==> src/rtl/usb_cmd_pkg.sv <==
// Shared constants and state encodings for the USB command decoder.
// Build option: USB_CMD_CHECKSUM_EN adds a trailing XOR checksum byte to every frame.
package usb_cmd_pkg;

    localparam logic [7:0] OP_WRITE = 8'h61;
    localparam logic [7:0] OP_READ  = 8'h62;
    localparam logic [7:0] OP_PING  = 8'h63;

    localparam logic [7:0] RSP_ACK       = 8'h06;
    localparam logic [7:0] RSP_NAK       = 8'h15;
    localparam logic [7:0] RSP_PING      = 8'hA5;
    localparam logic [7:0] RSP_CKSUM_ERR = 8'hEE;

`ifdef USB_CMD_CHECKSUM_EN
    localparam int FRAME_LEN = 5;
`else
    localparam int FRAME_LEN = 4;
`endif

    typedef enum logic [1:0] {
        COLLECT,
        EXEC,
        RD_WAIT,
        RESPOND
    } state_e;

    typedef enum logic [1:0] {
        TX_IDLE,
        TX_LOAD,
        TX_WAIT,
        TX_GAP
    } tx_state_e;

endpackage

==> src/rtl/usb_cmd_tx_seq.sv <==
// Walks a one- or two-byte response through the transport's start/done
// handshake, leaving start low for exactly one cycle between bytes.
//
// state   | meaning
// TX_IDLE | nothing to send; waits for go
// TX_LOAD | byte and start presented to the transport
// TX_WAIT | start held until the transport reports the byte sent
// TX_GAP  | start low one cycle; load second byte or report completion
module usb_cmd_tx_seq
    import usb_cmd_pkg::*;
(
    input  logic        clk_sys,
    input  logic        rst_b,
    input  logic        go,
    input  logic        two,
    input  logic [15:0] rsp,
    input  logic        tx_done,
    output logic [7:0]  tx_data,
    output logic        tx_start,
    output logic        cmpl
);

    tx_state_e   state_q, state_d;
    logic        start_q, start_d;
    logic [7:0]  data_q, data_d;
    logic        second_q, second_d;

    // State and output registers
    always_ff @(posedge clk_sys or negedge rst_b) begin
        if (!rst_b) begin
            state_q  <= TX_IDLE;
            start_q  <= 1'b0;
            data_q   <= 8'h00;
            second_q <= 1'b0;
        end else begin
            state_q  <= state_d;
            start_q  <= start_d;
            data_q   <= data_d;
            second_q <= second_d;
        end
    end

    // Handshake sequencing; start is registered so it changes only on state entry
    always_comb begin
        state_d  = state_q;
        start_d  = start_q;
        data_d   = data_q;
        second_d = second_q;
        cmpl     = 1'b0;
        case (state_q)
            TX_IDLE: begin
                if (go) begin
                    state_d  = TX_LOAD;
                    start_d  = 1'b1;
                    data_d   = rsp[15:8];
                    second_d = 1'b0;
                end
            end
            TX_LOAD: state_d = TX_WAIT;
            TX_WAIT: begin
                if (tx_done) begin
                    state_d = TX_GAP;
                    start_d = 1'b0;
                end
            end
            TX_GAP: begin
                if (two && !second_q) begin
                    state_d  = TX_LOAD;
                    start_d  = 1'b1;
                    data_d   = rsp[7:0];
                    second_d = 1'b1;
                end else begin
                    state_d = TX_IDLE;
                    cmpl    = 1'b1;
                end
            end
            default: state_d = TX_IDLE;
        endcase
    end

    assign tx_data  = data_q;
    assign tx_start = start_q;

endmodule

==> src/rtl/usb_cmd_decoder.sv <==
// Command layer above the USB/JTAG byte link: frames bytes, runs register
// write/read/ping and hands the response to the transmit sequencer.
// Build option: USB_CMD_CHECKSUM_EN (5-byte frames, XOR checksum in the last byte).
//
// state   | meaning
// COLLECT | gathering frame bytes, inter-byte timeout armed once a frame starts
// EXEC    | one-cycle register strobe and response selection
// RD_WAIT | capture register read data into the response buffer
// RESPOND | transmit sequencer busy with the response
module usb_cmd_decoder
    import usb_cmd_pkg::*;
#(
    parameter int TIMEOUT_CYC = 2_500_000
) (
    input  logic        iCLK,
    input  logic        iRST_n,
    input  logic [7:0]  iRxD_DATA,
    input  logic        iRxD_Ready,
    output logic [7:0]  oTxD_DATA,
    output logic        oTxD_Start,
    input  logic        iTxD_Done,
    output logic [7:0]  oREG_ADDR,
    output logic [15:0] oREG_WDATA,
    output logic        oREG_WE,
    output logic        oREG_RE,
    input  logic [15:0] iREG_RDATA,
    output logic        oBusy,
    output logic [7:0]  oErr_Cnt
);

    localparam int              CNT_W    = $clog2(TIMEOUT_CYC + 1);
    localparam logic [CNT_W-1:0] TMO_LOAD = CNT_W'(TIMEOUT_CYC - 1);
    localparam logic [2:0]      LAST_IDX = 3'(FRAME_LEN - 1);

    state_e                     state_q, state_d;
    logic [2:0]                 idx_q, idx_d;
    logic [FRAME_LEN-1:0][7:0]  frm_q, frm_d;
    logic [CNT_W-1:0]           tmo_q, tmo_d;
    logic [15:0]                resp_q, resp_d;
    logic                       two_q, two_d;
    logic                       tx_go_q, tx_go_d;
    logic [7:0]                 err_q, err_d;
    logic [8:0]                 err_sum;
    logic                       reg_we, reg_re, drop, frame_err, tmo_hit;
    logic                       cks_ok, tx_cmpl;

`ifdef USB_CMD_CHECKSUM_EN
    assign cks_ok = (frm_q[4] == (frm_q[0] ^ frm_q[1] ^ frm_q[2] ^ frm_q[3]));
`else
    assign cks_ok = 1'b1;
`endif

    // State, frame buffer, timeout counter and error counter registers
    always_ff @(posedge iCLK or negedge iRST_n) begin
        if (!iRST_n) begin
            state_q <= COLLECT;
            idx_q   <= 3'd0;
            frm_q   <= '0;
            tmo_q   <= TMO_LOAD;
            resp_q  <= 16'h0000;
            two_q   <= 1'b0;
            tx_go_q <= 1'b0;
            err_q   <= 8'h00;
        end else begin
            state_q <= state_d;
            idx_q   <= idx_d;
            frm_q   <= frm_d;
            tmo_q   <= tmo_d;
            resp_q  <= resp_d;
            two_q   <= two_d;
            tx_go_q <= tx_go_d;
            err_q   <= err_d;
        end
    end

    // Frame collection, command execution and response selection
    always_comb begin
        state_d   = state_q;
        idx_d     = idx_q;
        frm_d     = frm_q;
        tmo_d     = tmo_q;
        resp_d    = resp_q;
        two_d     = two_q;
        tx_go_d   = 1'b0;
        reg_we    = 1'b0;
        reg_re    = 1'b0;
        frame_err = 1'b0;
        tmo_hit   = 1'b0;
        case (state_q)
            COLLECT: begin
                // An arriving byte takes priority over an expiring timeout
                if (iRxD_Ready) begin
                    for (int i = 0; i < FRAME_LEN; i++) begin
                        if (idx_q == 3'(i)) frm_d[i] = iRxD_DATA;
                    end
                    tmo_d = TMO_LOAD;
                    if (idx_q == LAST_IDX) begin
                        idx_d   = 3'd0;
                        state_d = EXEC;
                    end else begin
                        idx_d = idx_q + 3'd1;
                    end
                end else if (idx_q != 3'd0) begin
                    if (tmo_q == '0) begin
                        tmo_hit = 1'b1;
                        idx_d   = 3'd0;
                        tmo_d   = TMO_LOAD;
                    end else begin
                        tmo_d = tmo_q - CNT_W'(1);
                    end
                end
            end
            EXEC: begin
                state_d = RESPOND;
                tx_go_d = 1'b1;
                two_d   = 1'b0;
                if (!cks_ok) begin
                    resp_d    = {RSP_CKSUM_ERR, 8'h00};
                    frame_err = 1'b1;
                end else begin
                    case (frm_q[0])
                        OP_WRITE: begin
                            reg_we = 1'b1;
                            resp_d = {RSP_ACK, 8'h00};
                        end
                        OP_READ: begin
                            reg_re  = 1'b1;
                            state_d = RD_WAIT;
                            tx_go_d = 1'b0;
                        end
                        OP_PING: resp_d = {RSP_PING, 8'h00};
                        default: begin
                            resp_d    = {RSP_NAK, 8'h00};
                            frame_err = 1'b1;
                        end
                    endcase
                end
            end
            RD_WAIT: begin
                resp_d  = iREG_RDATA;
                two_d   = 1'b1;
                tx_go_d = 1'b1;
                state_d = RESPOND;
            end
            RESPOND: begin
                if (tx_cmpl) state_d = COLLECT;
            end
            default: state_d = COLLECT;
        endcase
    end

    // Dropped-frame counter; a stray byte and a frame error can land in the same cycle
    always_comb begin
        drop    = iRxD_Ready && (state_q != COLLECT);
        err_sum = {1'b0, err_q} + {8'd0, drop} + {8'd0, frame_err} + {8'd0, tmo_hit};
        err_d   = err_sum[8] ? 8'hFF : err_sum[7:0];
    end

    usb_cmd_tx_seq u_tx_seq (
        .clk_sys  (iCLK),
        .rst_b    (iRST_n),
        .go       (tx_go_q),
        .two      (two_q),
        .rsp      (resp_q),
        .tx_done  (iTxD_Done),
        .tx_data  (oTxD_DATA),
        .tx_start (oTxD_Start),
        .cmpl     (tx_cmpl)
    );

    assign oREG_ADDR  = frm_q[1];
    assign oREG_WDATA = {frm_q[2], frm_q[3]};
    assign oREG_WE    = reg_we;
    assign oREG_RE    = reg_re;
    assign oBusy      = (state_q != COLLECT);
    assign oErr_Cnt   = err_q;

endmodule
==> config.mk <==
export PLATFORM = sky130hd
export DESIGN_NAME = usb_cmd_decoder
export DESIGN_NICKNAME = d
export VERILOG_FILES = /design/src/rtl/usb_cmd_pkg.sv /design/src/rtl/usb_cmd_tx_seq.sv /design/src/rtl/usb_cmd_decoder.sv
export SDC_FILE = /design/constraint.sdc
export NUM_CORES = 1
export LEC_CHECK = 0
export CAP_MARGIN = 20
export CORE_MARGIN = 3
export CORE_UTILIZATION = 35
export CTS_BUF_LIST = sky130_fd_sc_hd__clkbuf_2 sky130_fd_sc_hd__clkbuf_4 sky130_fd_sc_hd__clkbuf_8
export DETAILED_ROUTE_END_ITERATION = 16
export PLACE_DENSITY_LB_ADDON = 0.12
export REMOVE_ABC_BUFFERS = 1
export SLEW_MARGIN = 20
export SYNTH_ARGS = -nofsm -noshare
export SYNTH_HDL_FRONTEND = slang
export SYNTH_SLANG_ARGS = --single-unit
==> constraint.sdc <==
create_clock -name iCLK -period 4.92 [get_ports iCLK]
set_input_delay 1.23 -clock iCLK [delete_from_list [all_inputs] [get_ports iCLK]]
set_output_delay 1.23 -clock iCLK [all_outputs]
set_load 0.01 [all_outputs]
# Word level (Yosys, flattened, before mapping)
# Cells that the tools add are included.
classes:
  n_addsub: 5
  n_eq_ne: 19
  n_mux: 43
  n_reduce_logical: 26
ops:
  columns: ["cell", "count"]
  rows:
  - ["2-to-1 mux 22 bit", 3]
  - ["case mux 16 bit (3 select lines)", 1]
  - ["case mux 16 bit (2 select lines)", 1]
  - ["equality test 8 x 7 -> 1 bit, second input constant", 3]
  - ["2-to-1 mux 8 bit", 3]
  - ["zero test 22 bit", 1]
  - ["subtractor 22 x 1 -> 22 bit, second input constant", 1]
  - ["AND reduction 3 bit", 7]
  - ["2-to-1 mux 1 bit", 19]
  - ["adder 9 x 1 -> 9 bit", 2]
  - ["case mux 2 bit (4 select lines)", 2]
  - ["case mux 8 bit (2 select lines)", 1]
  - ["2-to-1 mux 3 bit", 4]
  - ["inequality test 2 bit, second input constant", 6]
  - ["2-to-1 mux 2 bit", 5]
  - ["nonzero test 2 bit", 5]
  - ["adder 8 x 1 -> 9 bit", 1]
  - ["equality test 2 bit, second input constant", 4]
  - ["equality test 3 x 2 -> 1 bit, second input constant", 2]
  - ["case mux 1 bit (2 select lines)", 3]
  - ["AND reduction 2 bit", 3]
  - ["nonzero test 3 bit", 2]
  - ["equality test 2 x 1 -> 1 bit, second input constant", 2]
  - ["zero test 2 bit", 2]
  - ["other kinds (9)", 10]
word_totals:
  register_bits: 97
  input_bits: 28

# Depth between registers and ports, before layout
logic_depth:
  ltp_word: 7
  ltp_mapped: 14
  mapped_depth_nobuf: 14

# Hierarchy
# A second synthesis with hierarchy kept.
hier_totals:
  cells_unflattened: 425
  hier_area_um2: 4884.7
by_module_without_submodules:
  columns: ["module", "n_inst", "cells_per_inst", "area_per_inst_um2", "seq_area_each_um2"]
  rows:
  - ["usb_cmd_decoder", 1, 369, 4170.2, 2142.1]
  - ["usb_cmd_tx_seq", 1, 56, 714.4, 300.3]

# Least setup slack after synthesis
# No wires, ideal clock.
synth_timing:
  kind: "reg-to-reg"
  startpoint: "reg tmo_q[10]"
  endpoint: "reg err_q[7], in the netlist oErr_Cnt[7]"
  setup_ns: 0.125
  arrival_ns: 3.230
  required_ns: 4.795
  slack_ns: 1.566
  path_stages_with_launch: 15
  n_path_buf: 2
  period_less_slack_ns: 3.354
  path_cell_list: "dfstp_2 -> or3_1 -> buf_2 -> nand2b_4 -> buf_6 -> nor4_1 -> nand2b_1 -> fa_1 -> inv_1 -> ha_1 -> fa_1 -> and3_1 -> nand2_1 -> nand2_1 -> mux2_2"
synth_via:
  elab_chain_cells: 7
synth_rtl:
  columns: ["item", "line_no", "rtl"]
  rows:
  - ["start: declaration", "usb_cmd_decoder.sv:38", "logic [CNT_W-1:0] tmo_q, tmo_d;"]
  - ["start signal: assignment", "usb_cmd_decoder.sv:68", "tmo_q <= tmo_d;"]
  - ["zero test 22 bit", "usb_cmd_decoder.sv:104", "if (tmo_q == '0) begin"]
  - ["2-to-1 mux 1 bit", "usb_cmd_decoder.sv:104", null]
  - ["2-to-1 mux 1 bit", "usb_cmd_decoder.sv:103", "end else if (idx_q != 3'd0) begin"]
  - ["2-to-1 mux 1 bit", "usb_cmd_decoder.sv:92", "if (iRxD_Ready) begin"]
  - ["2-to-1 mux 1 bit", "usb_cmd_decoder.sv:89", "case (state_q)"]
  - ["adder 9 x 1 -> 9 bit", "usb_cmd_decoder.sv:155", "err_sum = {1'b0, err_q} + {8'd0, drop} + {8'd0, frame_err} + {8'd0, tmo_hit};"]
  - ["2-to-1 mux 8 bit", "usb_cmd_decoder.sv:156", "err_d = err_sum[8] ? 8'hFF : err_sum[7:0];"]
  - ["net err_d[7]", "usb_cmd_decoder.sv:42", "logic [7:0] err_q, err_d;"]
  - ["end signal: assignment", "usb_cmd_decoder.sv:72", "err_q <= err_d;"]
  - ["end: declaration", "usb_cmd_decoder.sv:42", null]
# The timed path passes the listed nets, and every way through them passes these cells.
# A chain may end at the register's enable or synchronous reset.

# Worst setup path after layout
layout_timing:
  startpoint: "reg tmo_q[6]"
  endpoint: "reg err_q[7], in the netlist oErr_Cnt[7]"
# Same word-level chain as after synthesis.

==> impl_metrics.csv <==
group,metric,value,unit
yosys,synthCells,451,
sta,setup_violations,0,
yosys,synth_area,4900,um2
floorplanning,core_area,13500,um2
sta,slew_headroom,41.7,%
yosys,synth.distinct_cells,56,
route,drtIter0Drc,100,
worst_hold_path,min-delay-start,"resp_q[5]",
clocking,postCtsResizedCells,0,
route,final_antenna_net_count,0,
critical_path,r2r_end,"oErr_Cnt[7]",
yosys,syn_avg_cell_area,10.9,um2
route,drc,0,
floorplanning,rows,42,
placement,hpwl,7020,um
clocking,root_buffer,"clkbuf_8",
sta,max_freq,272,MHz
layout,final_common_cell,"dfrtp_1",
yosys,ys_warn_count,0,
placement,post-place-ws,1.04,ns
critical_path,arrival,3.94,ns
yosys,synth_edf_count,0,
route,viasPerCell,4.92,
route,drtPass1Iterations,4,
critical_path,path_class,"reg2reg",
global_routing,grt_max_degree,66,
clocking,cts_sinks,97,
yosys,ys_ff_latch,97,
sta,rsz0062_at_grt,"no",
route,dr_wl_met3,477,um
yosys,async_flop_share,100,%
route,finalWirelength,10100,um
route,route.met2.wl,4490,um
critical_path,path_max_fanout,16,
global_routing,grt-ovfl-total,0,
sta,setup_ws,1.24,ns
route,routedWlPerCell,14.9,um
floorplanning,dieArea,15500,um2
sta,min_period_over_period,74.8,%
layout,drive_above_1_share,16.4,%
sta,finalHoldViolCount,0,
global_routing,antenna_found_initial,0,
critical_path,cp-end-kind,"flop",
route,vias,3328,
critical_path,cp.required,5.18,ns
floorplanning,die_x,124,um
route,highest_layer,"met4",
critical_path,critPathLaunchType,"flop",
placement,portBuffers,71,
sta,finClkSkew,0.00974,ns
critical_path,reg2reg_slack,1.24,ns
global_routing,track_usage,13.5,%
worst_hold_path,min_to,"resp_q[5]",
critical_path,r2r_cells,12,
clocking,htree_levels,3,
clocking,cts_tree,"done",
floorplanning,io_pins,72,
sta,tightest_slew,0.874,ns
pwr,p_total,1590,uW
sta,fin_crit,3.68,ns
pwr,p_leak,0.00257,uW
clocking,cts_setup_buffers,0,
placement,finalWeightedCongestion,0.734,
worst_hold_path,hold_path.class,"reg2reg",
clocking,numCtsBuffers,9,
clocking,clockBufferDepth,2,
pwr,power_density,275,nW/um2
yosys,ys_seq_area_share,49.8,%
pwr,peakVddDrop,190,uV
floorplanning,die_h,124,um
layout,area_growth,18.0,%
layout,multiInputGateArea,2130,um2
worst_hold_path,min_path_cells,2,
layout,final_util,43.0,%
status,status,"complete, no violations",
yosys,synth_flop_cell,"dfrtp_1",
global_routing,first_global_vias,3291,
clocking,clk_pin_slew,0.09,ns
flow_run,drv_cap,0,
layout,fill_cells,1340,
layout,area.sequential,2440,um2
layout,diodes,0,
sta,tns,0,ns
clocking,insertion_delay,0.38,ns
sta,maxSlewViolCount,0,
global_routing,grt_pass1_wl,17200,um
critical_path,reg2reg_from,"tmo_q[6]",
layout,layout_common_cells,"85 x dfrtp_1, 70 x clkdlybuf4s50_1, 52 x nand2_1, 36 x mux2_2, 22 x nor2_1",
floorplanning,start_util,36.4,%
route,wl_met1,4890,um
clocking,postCtsHoldBufs,0,
layout,finalNetCount,543,
sequential cells by signal, summed over array words and instances, names as in the netlist:
| register | flops |
|---|---|
| state_q | 2 |
| oREG_ADDR | 8 |
| resp_q | 16 |
| u_tx_seq.tx_start | 1 |
| idx_q | 3 |
| u_tx_seq.tx_data | 8 |
| oErr_Cnt | 8 |
| tx_go_q | 1 |
| u_tx_seq.second_q | 1 |
| two_q | 1 |
| tmo_q | 22 |
| u_tx_seq.state_q | 2 |
| frm_q | 8 |
| oREG_WDATA | 16 |
cells in the mapped netlist, types with 4 or more instances:
cell type	instances	share of area, %
buf_4	25	3.8
or3_1	4	0.51
inv_1	17	1.3
nand3_1	8	0.82
nor3_1	5	0.51
nor2_1	22	1.7
o31ai_1	12	1.8
clkbuf_1	8	0.61
mux2i_1	14	2.9
or4_2	4	0.71
o21ai_0	21	2.1
or4_1	7	1.1
nand4_1	5	0.64
a21oi_1	19	1.9
dfrtp_1	85	43
ha_1	18	4.6
dfstp_2	12	6.4
nand2_1	52	4.0
nand2b_1	7	0.89
mux2_2	36	8.3
xor2_1	7	1.3
xnor2_1	5	0.89
buf_2	4	0.41
cell families after synthesis:
kind of cell             count (synthesis)  share of synthesized area, %
adder cells (fa/ha/maj)                 20                          5.41
multiplexers                            50                          11.1
XOR/XNOR                                12                          2.14
flip-flops                              97                          49.8
AND/OR/NAND/NOR                        145                          15.9
buffers and inverters                   58                          6.76
AO/OA/AOI/OAI                           69                          8.85
routing by layer:
metal,GRT usage [%],vias up
met5,0,-
met4,5.61,0
met3,3.52,14
met2,20.1,57
met1,18.8,1610
li1,-,1647
critical path, cell delays in order, from the launching register on:
cell and delay (ns):
dfrtp_1 0.42, nor4_2 0.37, nand2_1 0.37, nor4_1 0.54, nand2b_1 0.12, fa_1 0.49, inv_1 0.04, ha_1 0.22
fa_1 0.41, and3_1 0.20, nand2_1 0.09, nand2_1 0.05, mux2_2 0.25
worst max-delay path by stage:
stage                           from     endpoint  slack, ns  depth (start not counted)
after global routing        tmo_q[6]  oErr_Cnt[7]       1.00                         12
after floorplan            tmo_q[16]  oErr_Cnt[7]       1.61                         12
after detailed placement  iRxD_Ready  oErr_Cnt[7]       1.04                         10
after CTS                   frm_q[3]      oREG_WE       1.20                          4
final                       tmo_q[6]  oErr_Cnt[7]       1.24                         12
after global placement    iRxD_Ready  oErr_Cnt[7]       1.06                         10
stage by stage:
stage / cells / instance area (um2) / hold slack, ns
floorplan: 410 / 4640 / 0.449
global placement: 659 / 5580 / 0.462
detailed placement: 660 / 5590 / 0.470
CTS: 676 / 5790 / 0.494
global route: 676 / 5790 / 0.516
finish: 676 / 5790 / 0.488
where the power goes:
group	internal (uW)	leakage, uW	switching [uW]
sequential	828	0.00120	39.6
combinational	108	0.00126	85.8
clock	240	0.000105	290
area by class of cell:
class / count / area share [%]
flip-flops and latches: 97 / 42.2
clock inverters: 7 / 1.34
clock buffers: 9 / 2.14
inverters: 17 / 1.10
repair buffers: 74 / 12.6
well taps: 176 / 3.80
multi-input cells: 296 / 36.8
Note: power is estimated with default switching activity, not from simulation.
